$ cat src/rtl/dnn_output_evaluator.sv
// Output-layer scoreboard: assembles the per-case mismatch mask from
// a_out/y_out slices, commits a correct/wrong verdict once per case and
// keeps saturating case/error counters plus a sliding-window correct count.
module dnn_output_evaluator #(
  parameter int cpc       = 18,
  parameter int w         = 1,
  parameter int n_out     = 16,
  parameter int window    = 100,
  parameter int cnt_width = 32
) (
  input  logic                         clk,
  input  logic                         reset,
  input  logic                         clear,
  input  logic [$clog2(cpc)-1:0]       cycle_index,
  input  logic [w-1:0]                 a_out,
  input  logic [w-1:0]                 y_out,
  output logic                         case_done,
  output logic                         case_correct,
  output logic [n_out-1:0]             err_mask,
  output logic [cnt_width-1:0]         total_cases,
  output logic [cnt_width-1:0]         total_errors,
  output logic [$clog2(window+1)-1:0]  recent_correct,
  output logic                         window_full
);

  localparam int idx_w = $clog2(cpc);
  localparam int rc_w  = $clog2(window+1);
  localparam logic [idx_w-1:0] first_idx = idx_w'(2);
  localparam logic [idx_w-1:0] last_idx  = idx_w'(cpc-1);

  logic                armed;
  logic [n_out-1:0]    acc;
  logic [window-1:0]   win;
  logic [rc_w-1:0]     fill;

  logic                capture;
  logic                commit;
  logic [31:0]         offset;
  logic [n_out-1:0]    slice;
  logic [n_out-1:0]    merged;
  logic                new_bit;

  // Beat qualification and the mask as it would look after merging this beat.
  always_comb begin
    capture = armed && (cycle_index >= first_idx) && (cycle_index <= last_idx);
    commit  = capture && (cycle_index == last_idx);
    offset  = '0;
    slice   = '0;
    if (capture) begin
      offset = (32'(cycle_index) - 32'd2) * 32'(w);
      slice  = n_out'(a_out ^ y_out) << offset;
    end
    merged  = acc | slice;
    new_bit = ~|merged;
  end

  // Arm on the first cycle_index==0 so the case in flight at reset release is dropped.
  always_ff @(posedge clk or negedge reset) begin
    if (!reset) begin
      armed <= 1'b0;
    end else if (cycle_index == '0) begin
      armed <= 1'b1;
    end
  end

  // Mismatch accumulator: merge captured beats, empty it at commit or clear.
  always_ff @(posedge clk or negedge reset) begin
    if (!reset) begin
      acc <= '0;
    end else if (clear || commit) begin
      acc <= '0;
    end else if (capture) begin
      acc <= merged;
    end
  end

  // Committed-case statistics and the sliding window of verdicts.
  always_ff @(posedge clk or negedge reset) begin
    if (!reset) begin
      case_done      <= 1'b0;
      case_correct   <= 1'b0;
      err_mask       <= '0;
      total_cases    <= '0;
      total_errors   <= '0;
      recent_correct <= '0;
      window_full    <= 1'b0;
      win            <= '0;
      fill           <= '0;
    end else if (clear) begin
      case_done      <= 1'b0;
      case_correct   <= 1'b0;
      err_mask       <= '0;
      total_cases    <= '0;
      total_errors   <= '0;
      recent_correct <= '0;
      window_full    <= 1'b0;
      win            <= '0;
      fill           <= '0;
    end else begin
      case_done <= commit;
      if (commit) begin
        err_mask     <= merged;
        case_correct <= new_bit;
        if (total_cases != '1) begin
          total_cases <= total_cases + cnt_width'(1);
        end
        if (!new_bit && (total_errors != '1)) begin
          total_errors <= total_errors + cnt_width'(1);
        end
        // The oldest bit is still zero while the window is filling, so the
        // same add/subtract form covers both the filling and rolling phases.
        recent_correct <= recent_correct + rc_w'(new_bit) - rc_w'(win[window-1]);
        win            <= {win[window-2:0], new_bit};
        if (!window_full) begin
          fill <= fill + rc_w'(1);
          if (fill == rc_w'(window-1)) begin
            window_full <= 1'b1;
          end
        end
      end
    end
  end

endmodule

$ cat config.mk
export PLATFORM = sky130hd
export DESIGN_NAME = dnn_output_evaluator
export DESIGN_NICKNAME = d
export VERILOG_FILES = /design/src/rtl/dnn_output_evaluator.sv
export SDC_FILE = /design/constraint.sdc
export NUM_CORES = 1
export LEC_CHECK = 0
export ABC_CLOCK_PERIOD_IN_PS = 3900
export CORE_AREA = 2 2 135 137
export DETAILED_ROUTE_END_ITERATION = 8
export DIE_AREA = 0 0 137 139
export PLACE_DENSITY = 0.9
export SLEW_MARGIN = 20
export SYNTH_ARGS = -nofsm -noshare
export SYNTH_HDL_FRONTEND = slang
export SYNTH_SLANG_ARGS = --single-unit
$ cat constraint.sdc
create_clock -name clk -period 3.9 [get_ports clk]
set_input_delay 0.78 -clock clk [delete_from_list [all_inputs] [get_ports clk]]
set_output_delay 0.78 -clock clk [all_outputs]
set_load 0.005 [all_outputs]
==> flow_summary.ini <==
[outcome]
status = finished, violations left
failed_checks = setup timing

[global_routing]
grt_util_all_layers = 0.248
overflow = 0
grt_pass1_vias = 8219
grt_max_degree = 139
antenna_found_initial = 0
grt_pass1_wl_um = 39100

[sta]
hold_viol = 0
period_share = 1.02
worstMarginPinSlew_ps = 946
relSlewSlack = 0.369
finalMaxSlewViolations = 0
fin_ws_ps = -78.2
final-setup-viol-count = 1
max_freq_ghz = 0.251
finClkSkew_ps = 13.7
layout_min_cycle_time_ps = 3980
rsz0062_at_grt = true

[placed_design]
routabilityCongestion = 0.879
dp_hpwl_um = 13900
portBuffers = 99
dp_cells = 1368

[floorplanning]
initial_core_util = 0.557
core_area_um2 = 17700
dieWidth_um = 137
rows = 49
ios = 100
dieArea_um2 = 19000
die_height_um = 139

[synth]
syn_area_um2 = 9840
syn_nets = 1085
synth-edff-count = 0
yosys_warnings = 0
ys_ff_latch = 213
postSynthAreaPerCell_um2 = 9.26
seq_area_frac_synth = 0.542
netlist_instances = 1062
synth_ff_type = dfrtp_1
ys_async_sr_fraction = 1.00
ys_types = 66

[final_layout]
final_util = 0.697
final_cells = 1425
most-common-layout-cells = nand2_1 (236), dfrtp_1 (213), a21oi_1 (147)
diodes = 0
nNetsFinal = 1205
syn2layout_area_growth_pct = 25.2
final_common_cell = nand2_1
drive_gt1_frac = 0.130

[cts]
cts.reportedPaths.clkPinSlew_ps = 60
clk_latency_ps = 490
root_buffer = clkbuf_16
cts_buffers = 21
cts_buffer_depth = 3
clock_sinks = 213
htreeDepth = 1
tritoncts = yes

[flow_run]
max_cap_violations = 0

[worst_setup_path]
worstPathArrival_ps = 4390
slowest_stage = or3b_1
critical_path_required_ps = 4310
worstSetupStartpointType = primary input
max_stage_delay_ps = 370
crit_type = in -> reg
cp_common_cell = ha_4
endpoint_kind = flip-flop
critPathMaxFanout = 3
path_cells = buf_8, inv_8, ha_4, xor2_2, or3b_1, a211o_1, a31oi_4, a2111oi_4, nand2_2, ha_4, inv_2, ha_4, inv_2, fa_2, nor2b_4, o21ai_2, nand2b_1, a21o_1, a21oi_2, xnor2_1, or3_1, a21oi_2

[routing]
drcViolationCount = 0
routedWlPerCell_um = 16.9
first_iter_violations = 986
dr.pass1.iters = 5
wirelength_um = 24000
ant_nets = 0
vias_per_cell = 5.89
vias = 8393

[power_and_ir_drop]
power_mw = 4.53
powerDensity_nw_per_um2 = 368
irDropWorstVdd_uv = 292
p_leak_nw = 5.05

[min_path]
hp-class = in -> async
## metal layers
layer	track usage	routed length, um	up-vias	share of wire
met5	0	0	-	0
met4	0.0960	647	0	0.027
met3	0.0461	1520	62	0.063
met2	0.399	12200	302	0.51
met1	0.335	9680	4154	0.40
li1	-	-	3875	-
## stage by stage
step	area (um2)	hold slack (ps)	worst slack [ps]	TNS [ps]
after global routing	12300	449	-186	-253
after CTS	12200	439	-150	-150
after global placement	11300	492	-968	-4070
after detailed placement	11300	505	-1120	-6260
final	12300	357	-78.2	-78.2
after floorplan	9900	475	-327	-327
## cell type report
| type | instances | area [um2] |
|---|---|---|
| Sequential cell | 213 | 5330 |
| Clock inverter | 7 | 62.6 |
| Fill cell | 1237 | 5340 |
| Tap cell | 229 | 287 |
| Timing Repair Buffer | 161 | 1520 |
| Clock buffer | 30 | 619 |
| Multi-Input combinational cell | 766 | 4410 |
| Inverter | 19 | 86.3 |
## repair_timing
action	in CTS	in global routing
endpoints found under the setup margin	4	13
gates resized for setup	38	31
endpoints found under the hold margin	0	0
pin swaps	20	26
buffers inserted	16	6
hold buffers	0	0
cloned	0	0
## report_power, final
part	internal, mW	switching [mW]	leakage, nW
registers	2.22	0.00869	2.97
clock network	1.17	0.824	0.339
logic	0.123	0.189	1.74
total	3.51	1.02	5.05
## flip-flops by register name, summed over array words and instances, names as in the netlist
register        flops
fill                7
acc                16
case_done           1
window_full         1
total_errors       32
err_mask           16
win               100
armed               1
total_cases        32
recent_correct      7
## critical path: cells and delay by family
family                     cells  cell delay (ps)
AOI/OAI and AO/OA              7             1050
xor gates and xnor gates       2              280
adders and majority gates      4              900
buffers and inverters          4              260
and+or+nand+nor                5             1120
## cell usage after synthesis (all sizes together) (19+ instances only)
master | n | area share
nand2 | 237 | 0.090
dfrtp | 213 | 0.54
nor2 | 89 | 0.034
o21ai | 24 | 0.014
a211oi | 20 | 0.015
nand3 | 33 | 0.017
inv | 19 | 0.0073
a21oi | 152 | 0.077
clkbuf | 52 | 0.020
xor2 | 32 | 0.028
## worst paths after layout
kind,slack (ps),cells past startpoint,end,start
min in group clk,510,2,win[29],win[28]
worst min-delay path,360,2,total_errors[27],reset
worst max-delay path,-80,22,recent_correct[6],cycle_index[2]
max in group asynchronous,2730,2,win[44],reset
worst min register to register,510,2,win[29],win[28]
worst max register to register,220,19,recent_correct[6],acc[4]
## logic make-up after synthesis
| group | Yosys count | synth area share |
|---|---|---|
| compound gates | 242 | 0.147 |
| xor+xnor | 44 | 0.0392 |
| fa+ha+maj | 13 | 0.0173 |
| buf+inv | 83 | 0.0350 |
| flops | 213 | 0.542 |
| mux | 3 | 0.00318 |
| simple gates | 464 | 0.216 |
No activity file was read; power rests on OpenSTA's default activity.
